===== src/rtl/raster_pkg.sv =====
// Shared types and constants for the triangle raster scan controller.
package raster_pkg;

  localparam int COORD_W = 16;

  typedef logic signed [COORD_W-1:0] coord_t;

  typedef enum logic [1:0] {
    IDLE  = 2'd0,
    SETUP = 2'd1,
    SCAN  = 2'd2,
    DONE  = 2'd3
  } state_t;

  // Slot of each vertex coordinate in the packed {x0,y0,x1,y1,x2,y2} bus.
  localparam int VX0 = 5;
  localparam int VY0 = 4;
  localparam int VX1 = 3;
  localparam int VY1 = 2;
  localparam int VX2 = 1;
  localparam int VY2 = 0;

endpackage


===== src/rtl/raster_bbox.sv =====
// Combinational triangle bounding box, clamped to [0,width-1] x [0,height-1].
// empty flags a non-positive screen or a box lying wholly off-screen.
module raster_bbox #(
  parameter int COORD_W = 16
) (
  input  logic [6*COORD_W-1:0]       triangle,
  input  logic signed [COORD_W-1:0]  width,
  input  logic signed [COORD_W-1:0]  height,
  output logic signed [COORD_W-1:0]  min_x,
  output logic signed [COORD_W-1:0]  min_y,
  output logic signed [COORD_W-1:0]  max_x,
  output logic signed [COORD_W-1:0]  max_y,
  output logic                       empty
);
  import raster_pkg::*;

  localparam logic signed [COORD_W:0] ONE_W = {{COORD_W{1'b0}}, 1'b1};

  function automatic logic signed [COORD_W-1:0] smin3(input logic signed [COORD_W-1:0] a,
                                                      input logic signed [COORD_W-1:0] b,
                                                      input logic signed [COORD_W-1:0] c);
    logic signed [COORD_W-1:0] m;
    m = (a < b) ? a : b;
    return (c < m) ? c : m;
  endfunction

  function automatic logic signed [COORD_W-1:0] smax3(input logic signed [COORD_W-1:0] a,
                                                      input logic signed [COORD_W-1:0] b,
                                                      input logic signed [COORD_W-1:0] c);
    logic signed [COORD_W-1:0] m;
    m = (a > b) ? a : b;
    return (c > m) ? c : m;
  endfunction

  logic signed [COORD_W-1:0] vtx [6];

  for (genvar i = 0; i < 6; i++) begin : g_vtx
    assign vtx[i] = triangle[i*COORD_W +: COORD_W];
  end

  logic signed [COORD_W-1:0] raw_min_x, raw_min_y, raw_max_x, raw_max_y;
  logic signed [COORD_W:0]   w_m1, h_m1, ext_max_x, ext_max_y;
  logic                      w_nonpos, h_nonpos;

  always_comb begin
    raw_min_x = smin3(vtx[VX0], vtx[VX1], vtx[VX2]);
    raw_min_y = smin3(vtx[VY0], vtx[VY1], vtx[VY2]);
    raw_max_x = smax3(vtx[VX0], vtx[VX1], vtx[VX2]);
    raw_max_y = smax3(vtx[VY0], vtx[VY1], vtx[VY2]);

    // One extra bit so width-1 cannot wrap when width is the most negative value.
    w_m1      = {width[COORD_W-1], width} - ONE_W;
    h_m1      = {height[COORD_W-1], height} - ONE_W;
    ext_max_x = {raw_max_x[COORD_W-1], raw_max_x};
    ext_max_y = {raw_max_y[COORD_W-1], raw_max_y};

    min_x = raw_min_x[COORD_W-1] ? '0 : raw_min_x;
    min_y = raw_min_y[COORD_W-1] ? '0 : raw_min_y;
    max_x = (ext_max_x > w_m1) ? w_m1[COORD_W-1:0] : raw_max_x;
    max_y = (ext_max_y > h_m1) ? h_m1[COORD_W-1:0] : raw_max_y;

    w_nonpos = width[COORD_W-1]  || (width == '0);
    h_nonpos = height[COORD_W-1] || (height == '0);
    empty    = w_nonpos || h_nonpos || (min_x > max_x) || (min_y > max_y);
  end

endmodule


===== src/rtl/raster_scan_ctrl.sv =====
// Bounding-box raster scan: accept -> first pixel 2 cycles later, 1 pixel/cycle, outputs held while pix_ready=0.
// RASTER_STATS_EN adds saturating pixel/triangle counters (stat_pix_cnt, stat_tri_cnt).
module raster_scan_ctrl #(
  parameter int COORD_W = raster_pkg::COORD_W
`ifdef RASTER_STATS_EN
  , parameter int STATS_W = 32
`endif
) (
  input  logic                 clk,
  input  logic                 rst_n,
  input  logic                 tri_valid,
  output logic                 tri_ready,
  input  logic [6*COORD_W-1:0] triangle,
  input  logic [COORD_W-1:0]   width,
  input  logic [COORD_W-1:0]   height,
  output logic                 pix_valid,
  input  logic                 pix_ready,
  output logic [COORD_W-1:0]   pix_x,
  output logic [COORD_W-1:0]   pix_y,
  output logic                 pix_last,
  output logic                 busy,
  output logic                 done
`ifdef RASTER_STATS_EN
  ,
  output logic [STATS_W-1:0]   stat_pix_cnt,
  output logic [STATS_W-1:0]   stat_tri_cnt
`endif
);
  import raster_pkg::*;

  localparam logic signed [COORD_W-1:0] ONE_C = {{(COORD_W-1){1'b0}}, 1'b1};

  state_t                    state_q, state_d;
  logic [6*COORD_W-1:0]      tri_q, tri_d;
  logic signed [COORD_W-1:0] width_q, width_d, height_q, height_d;
  logic signed [COORD_W-1:0] min_x_q, min_x_d, min_y_q, min_y_d;
  logic signed [COORD_W-1:0] max_x_q, max_x_d, max_y_q, max_y_d;
  logic signed [COORD_W-1:0] cur_x_q, cur_x_d, cur_y_q, cur_y_d;

  logic signed [COORD_W-1:0] bb_min_x, bb_min_y, bb_max_x, bb_max_y;
  logic                      bb_empty;

  raster_bbox #(.COORD_W(COORD_W)) u_bbox (
    .triangle (tri_q),
    .width    (width_q),
    .height   (height_q),
    .min_x    (bb_min_x),
    .min_y    (bb_min_y),
    .max_x    (bb_max_x),
    .max_y    (bb_max_y),
    .empty    (bb_empty)
  );

  always_comb begin
    state_d  = state_q;
    tri_d    = tri_q;
    width_d  = width_q;
    height_d = height_q;
    min_x_d  = min_x_q;
    min_y_d  = min_y_q;
    max_x_d  = max_x_q;
    max_y_d  = max_y_q;
    cur_x_d  = cur_x_q;
    cur_y_d  = cur_y_q;

    case (state_q)
      IDLE: begin
        if (tri_valid) begin
          tri_d    = triangle;
          width_d  = width;
          height_d = height;
          state_d  = SETUP;
        end
      end
      SETUP: begin
        min_x_d = bb_min_x;
        min_y_d = bb_min_y;
        max_x_d = bb_max_x;
        max_y_d = bb_max_y;
        cur_x_d = bb_min_x;
        cur_y_d = bb_min_y;
        state_d = bb_empty ? DONE : SCAN;
      end
      SCAN: begin
        if (pix_ready) begin
          if (cur_x_q != max_x_q) begin
            cur_x_d = cur_x_q + ONE_C;
          end else begin
            cur_x_d = min_x_q;
            if (cur_y_q == max_y_q) begin
              state_d = DONE;
            end else begin
              cur_y_d = cur_y_q + ONE_C;
            end
          end
        end
      end
      DONE:    state_d = IDLE;
      default: state_d = IDLE;
    endcase
  end

  always_ff @(posedge clk or negedge rst_n) begin
    if (!rst_n) begin
      state_q  <= IDLE;
      tri_q    <= '0;
      width_q  <= '0;
      height_q <= '0;
      min_x_q  <= '0;
      min_y_q  <= '0;
      max_x_q  <= '0;
      max_y_q  <= '0;
      cur_x_q  <= '0;
      cur_y_q  <= '0;
    end else begin
      state_q  <= state_d;
      tri_q    <= tri_d;
      width_q  <= width_d;
      height_q <= height_d;
      min_x_q  <= min_x_d;
      min_y_q  <= min_y_d;
      max_x_q  <= max_x_d;
      max_y_q  <= max_y_d;
      cur_x_q  <= cur_x_d;
      cur_y_q  <= cur_y_d;
    end
  end

  assign tri_ready = (state_q == IDLE);
  assign busy      = (state_q != IDLE);
  assign pix_valid = (state_q == SCAN);
  assign done      = (state_q == DONE);
  assign pix_x     = cur_x_q;
  assign pix_y     = cur_y_q;
  assign pix_last  = (state_q == SCAN) && (cur_x_q == max_x_q) && (cur_y_q == max_y_q);

`ifdef RASTER_STATS_EN
  localparam logic [STATS_W-1:0] STAT_ONE = {{(STATS_W-1){1'b0}}, 1'b1};

  logic [STATS_W-1:0] stat_pix_q, stat_pix_d, stat_tri_q, stat_tri_d;

  always_comb begin
    stat_pix_d = stat_pix_q;
    stat_tri_d = stat_tri_q;
    if (pix_valid && pix_ready && (stat_pix_q != '1)) stat_pix_d = stat_pix_q + STAT_ONE;
    if (done && (stat_tri_q != '1))                   stat_tri_d = stat_tri_q + STAT_ONE;
  end

  always_ff @(posedge clk or negedge rst_n) begin
    if (!rst_n) begin
      stat_pix_q <= '0;
      stat_tri_q <= '0;
    end else begin
      stat_pix_q <= stat_pix_d;
      stat_tri_q <= stat_tri_d;
    end
  end

  assign stat_pix_cnt = stat_pix_q;
  assign stat_tri_cnt = stat_tri_q;
`endif

endmodule


===== config.mk =====
export PLATFORM = sky130hd
export DESIGN_NAME = raster_scan_ctrl
export DESIGN_NICKNAME = d
export VERILOG_FILES = /design/src/rtl/raster_pkg.sv /design/src/rtl/raster_bbox.sv /design/src/rtl/raster_scan_ctrl.sv
export SDC_FILE = /design/constraint.sdc
export NUM_CORES = 1
export LEC_CHECK = 0
export BUFFER_PORTS_ARGS = -buffer_cell sky130_fd_sc_hd__buf_2
export CAP_MARGIN = 20
export CORE_MARGIN = 2
export CORE_UTILIZATION = 50
export DETAILED_ROUTE_END_ITERATION = 8
export HOLD_SLACK_MARGIN = 0.12
export PLACE_DENSITY = 0.7
export SYNTH_ARGS = -nofsm -noshare
export SYNTH_HDL_FRONTEND = slang
export SYNTH_SLANG_ARGS = --single-unit

===== constraint.sdc =====
create_clock -name clk -period 11.5 [get_ports clk]
set_input_delay 2.3 -clock clk [delete_from_list [all_inputs] [get_ports clk]]
set_output_delay 2.3 -clock clk [all_outputs]
set_load 0.01 [all_outputs]

After elaboration in Yosys (flattened, before gate mapping) --
Index checks and enable logic that the tools add are counted.
Storage, ports and cells: flip-flop bits (word level) 210, logic and storage cells 77
Cells by class: $add $sub $neg 4, order comparisons 12, eq/ne operators 11, mux-type cells 25, reduce and logical (&&, ||, !) cells 16
Operators by type and width (count):
- 16-bit 2-to-1 mux | 15
- 16-bit > comparator | 6
- 16-bit < comparator | 4
- 16-bit one-hot mux with 2 select lines | 2
- 16-bit by 17-bit > comparator with 1-bit output | 2
- 16-bit by 2-bit subtractor with 17-bit output (second input constant) | 2
- 16-bit by 2-bit adder with 16-bit output (second input constant) | 2
- 16-bit == test | 2
- 16-bit logical NOT | 2
- 15-bit 2-to-1 mux | 2
- 16-bit inequality test | 1
- 2-bit 2-to-1 mux | 4
- 2-bit one-hot mux with 4 select lines | 1
- 4-bit AND reduction | 2
- 2-bit inequality test (second input constant) | 3
- 1-bit logical OR | 5
- 2-bit == test (second input constant) | 2
- 2-bit by 1-bit inequality test with 1-bit output (second input constant) | 2
- 2-bit AND reduction | 2
- 2-bit nonzero test | 2
- 2-bit by 1-bit == test with 1-bit output (second input constant) | 1
- 1-bit logical AND | 2
- 2-bit logical NOT | 1
- 1-bit 2-to-1 mux | 1

Depth between registers and ports, before layout --
depth in word-level cells 11, mapped depth 42

Modules after synthesis --
From an unflattened synthesis, not the netlist that was laid out.
Unflattened totals: cells, all modules 1644, area, all modules 16125.5 um^2
By module, submodules not included:
- raster_scan_ctrl | times used 1, cells each 697, area an instance 9205.1 um^2
- raster_bbox | times used 1, cells each 947, area an instance 6920.4 um^2

Worst setup path after synthesis --
Ideal clock, no wire load.
path kind register -> register, start reg tri_q[59], end reg state_q[0], setup time 0.131 ns, arrival 8.363 ns, data required time 11.369 ns, setup slack 3.006 ns, cell stages (with the launch flop) 41, clock period less this slack 8.494 ns, cell sequence dfrtp_1 > inv_1 > ha_1 > a21oi_1 > o21a_1 > o221ai_1 > nor4_1 > nor2_2 > buf_2 > mux2_2 > inv_1 > ha_1 > o211ai_1 > a21oi_1 > a22o_1 > nor3b_1 > nor4b_1 > a311oi_2 > (+5 left out) > and4_1 > a2111oi_0 > o21ai_0 > o221a_2 > o311a_1 > nor2_1 > clkbuf_1 > mux2_2 > ha_1 > nor2b_1 > o21ai_0 > nand2b_1 > a2111oi_0 > o41ai_1 > a21oi_1 > nand4_1 > a311oi_1 > o22ai_1
On the way: longest elaborated chain between the ends 11, elaborated cells between the ends (all ways) 16, those cells by class 6 x order compare; 8 x mux; 2 x reduce/logical
Ends and longest elaborated chain:
- from (decl) | RTL line raster_scan_ctrl.sv:34 | logic [6*COORD_W-1:0] tri_q, tri_d;
- from (signal assigned) | RTL line raster_scan_ctrl.sv:117 | tri_q <= tri_d;
- 16-bit > comparator | RTL line raster_bbox.sv:31 | m = (a > b) ? a : b;
- 16-bit 2-to-1 mux | RTL line raster_bbox.sv:31
- 16-bit > comparator | RTL line raster_bbox.sv:32 | return (c > m) ? c : m;
- 16-bit 2-to-1 mux | RTL line raster_bbox.sv:32
- 16-bit by 17-bit > comparator with 1-bit output | RTL line raster_bbox.sv:59 | max_x = (ext_max_x > w_m1) ? w_m1[COORD_W-1:0] : raw_max_x;
- 16-bit 2-to-1 mux | RTL line raster_bbox.sv:59
- 16-bit > comparator * | RTL line raster_bbox.sv:64 | empty = w_nonpos || h_nonpos || (min_x > max_x) || (min_y > max_y);
- 1-bit logical OR * (2 in a row) | RTL line raster_bbox.sv:64
- 1-bit 2-to-1 mux * | RTL line raster_scan_ctrl.sv:82 | state_d = bb_empty ? DONE : SCAN;
- 2-bit one-hot mux with 4 select lines * | RTL line raster_scan_ctrl.sv:66 | case (state_q)
- to (signal assigned) | RTL line raster_scan_ctrl.sv:116 | state_q <= state_d;
- to (decl) | RTL line raster_scan_ctrl.sv:33 | state_t state_q, state_d;
Every way passes the cells marked *; elsewhere a longest branch is shown, timed or not. A chain may end at the register's enable or synchronous reset.

Final worst setup path --
start reg tri_q[63], end reg state_q[0]
The elaborated chain is that of the path after synthesis.

==> reports/metrics.cfg <==
[critical_path]
r2r_cells = 36
crit_arrival_ns = 10.95
rr_endpoint = state_q[0]$_DFFE_PN0P_
critical_path.most_common_cell = ha_1
path_buf_inv = 3
critical-path-slowest-cell = nor2_2
critPathMaxFanout = 27
r2r_slack_ns = 0.95
cp_data_required_time_ns = 11.90
r2r-start = tri_q[63]$_DFFE_PN0P_
crit_family = compound AO/OA/AOI/OAI gates
start_kind = flip-flop
critPathCaptureType = flip-flop
path_class = flip-flop to flip-flop
crit_path_max_incr_delay_ns = 0.63

[timing]
setup_violations = 0
clock_skew_ns = 0.0122
fin_setup_tns_ns = 0
slew_viol_final = 0
fmax_mhz = 94.8
finalHoldViolCount = 0
rsz0062_at_grt = false
max_slew_margin = 0.260
post-route-period-util = 0.917
period_needed_ns = 10.55
worst_pin_slew_ns = 1.11

[global_routing]
antenna_found_initial = 0
first_global_vias = 12700
grt_max_degree = 78
grt_overflow = 0
grt_usage = 0.260
grt_pass1_wl_um = 69100

[clock_tree]
hold_buffers = 0
clock_latency_ns = 0.54
root_buffer = clkbuf_16
cts_max_level = 1
ctsResizeCount = 0
clockBufferDepth = 3
path_clk_slew_ns = 0.07
cts_num_sinks = 209
numCtsBuffers = 24
postCtsSetupRepairBufs = 0
cts_tree = done

[finish]
nFillCells = 2800
diodes = 0
final_layout_size_suffix_gt1_frac = 0.239
multi_input_area_sq_um = 9810
fin_nets = 2089
areaGrowthSynthToFinish_pct = 12.3
layout.area.seq_sq_um = 5230

[worst_hold_path]
min_to = max_y_q[7]$_DFFE_PN0P_
hp-class = flip-flop to flip-flop
hold_depth = 2
holdCritStartpoint = max_y_q[7]$_DFFE_PN0P_

[synthesis]
synth_cell_type_count = 76
synth_ff_type = dfrtp_1
synth.avg_cell_area_sq_um = 9.59
ys_ff_latch = 209
synthesis.area_sq_um = 15900
synth_edf_count = 0
async_flop_share = 1.00
postSynthCellCount = 1653
ys_seq_area_frac = 0.330
synth_warnings = 0
synth_nets = 1950

[floorplanning]
row_count = 65
fp.dieW_um = 182
die_y_um = 182
ioPinCount = 169
die-area_sq_um = 33200
initial_core_util = 0.505
core_sq_um = 31400

[routing]
drc_errors = 0
drt_iter0_drc = 1175
vias_per_cell = 6.01
ant_nets = 0
wirelength_um = 43500
via_count = 13300
dr.pass1.iters = 5
wire_per_inst_um = 19.7

[placement]
place_congestion = 0.906
portBuffers = 168
hpwl_um = 33500

[flow_run]
cap_violations = 0

[outcome]
status = complete, no violations

-- metal layers --
metal / global-route usage / vias to the layer above / wire, um
li1: - / 6320 / -
met1: 0.398 / 6467 / 21200
met2: 0.390 / 438 / 18500
met3: 0.0379 / 51 / 3050
met4: 0.0542 / 0 / 803
met5: 0 / - / 0
-- cell usage after synthesis (6+ instances only) --
master,count,area [sq um]
dfrtp_1,209,5230
mux2_2,175,1970
ha_1,165,2060
inv_1,142,533
nand2_1,117,439
nor2_1,92,345
o21ai_0,84,420
mux2i_1,66,661
a21oi_1,59,295
clkbuf_1,57,214
xnor2_1,51,447
nand3_1,43,215
nand4_1,34,213
a21o_1,28,210
and3_1,18,113
nor3_1,17,85.1
or4_1,17,128
xor2_1,17,149
o211ai_1,16,120
nor4_1,15,93.8
o221a_2,14,158
o31a_1,14,123
o31ai_1,14,105
o21a_1,13,97.6
or3_1,13,81.3
nor2b_1,10,62.6
o21ai_1,10,50.1
o221ai_1,10,87.6
nand2b_1,9,56.3
o22a_1,9,78.8
a2111oi_0,8,70.1
a221oi_1,7,61.3
a32oi_1,7,61.3
or2_2,7,43.8
buf_2,6,30.0
-- cell type report --
cell class / instances / share of cell area
clock inverters: 4 / 0.00337
inverters: 142 / 0.0299
repair buffers: 182 / 0.0536
flip-flops and latches: 209 / 0.294
well taps: 402 / 0.0283
multi-input cells: 1233 / 0.551
clock buffers: 36 / 0.0396
-- worst max path at each step --
stage / cells after the start / end / from
after floorplan: 40 / state_q[0]$_DFFE_PN0P_ / tri_q[59]$_DFFE_PN0P_
after global placement: 36 / state_q[0]$_DFFE_PN0P_ / tri_q[63]$_DFFE_PN0P_
after detailed placement: 36 / state_q[0]$_DFFE_PN0P_ / tri_q[63]$_DFFE_PN0P_
after CTS: 36 / state_q[0]$_DFFE_PN0P_ / tri_q[63]$_DFFE_PN0P_
after global routing: 36 / state_q[0]$_DFFE_PN0P_ / tri_q[63]$_DFFE_PN0P_
final: 36 / state_q[0]$_DFFE_PN0P_ / tri_q[63]$_DFFE_PN0P_
-- stage by stage --
stage          hold WS [ns]  area [sq um]  cells  utilization  setup slack (ns)
2_1_floorplan         0.473         15900   1653            -              3.01
3_3_place_gp          0.489         17000   2168        0.543              1.52
3_5_place_dp          0.494         17000   2168        0.543              1.26
4_1_cts               0.509         17800   2208        0.567              1.16
5_1_grt               0.535         17800   2208        0.567             0.440
6_report              0.505         17800   2208        0.567             0.955
-- cells in the final DEF (no fill, tap or decap), drive strengths merged, types with 9 or more instances in the layout --
cell and count:
nor4 17, buf 181, o221ai 10, o21a 14, nor2 94, inv 142, o221a 14, or4 17
and3 18, nor2b 10, a21oi 60, o21ai 94, o31ai 14, a21o 28, nand2 117, o22a 9
xor2 17, ha 165, a2111oi 9, or3 13, nor3 19, mux2i 66, nand3 43, mux2 177
o31a 14, clkbuf 37, nand2b 9, o211ai 16, nand4 35, dfrtp 209, xnor2 51
-- tightest hold or removal path, cell delays in order, from the launching register on --
cell and delay [ns]:
dfrtp_1 0.36, nand2_1 0.05, o21ai_0 0.06
-- logic make-up (layout without fill, tap and decap cells) --
logic type               after synthesis  in the layout  synth area share
adder cells (fa/ha/maj)              165            165             0.130
flip-flops                           209            209             0.330
buffers and inverters                211            364            0.0518
AND/OR/NAND/NOR                      415            415             0.131
XOR/XNOR                              68             68            0.0376
AO/OA/AOI/OAI                        342            342             0.152
multiplexers                         243            243             0.168
-- sequential cells by signal, indices dropped and copies added, names as in the netlist --
signal and cells:
tri_q 96, max_x_q 16, pix_y 16, min_x_q 15, pix_x 16, state_q 2
max_y_q 16, height_q 16, width_q 16
Power is not shown: default switching activity piles up to over one toggle a cycle in this logic, so the estimate is an artifact.
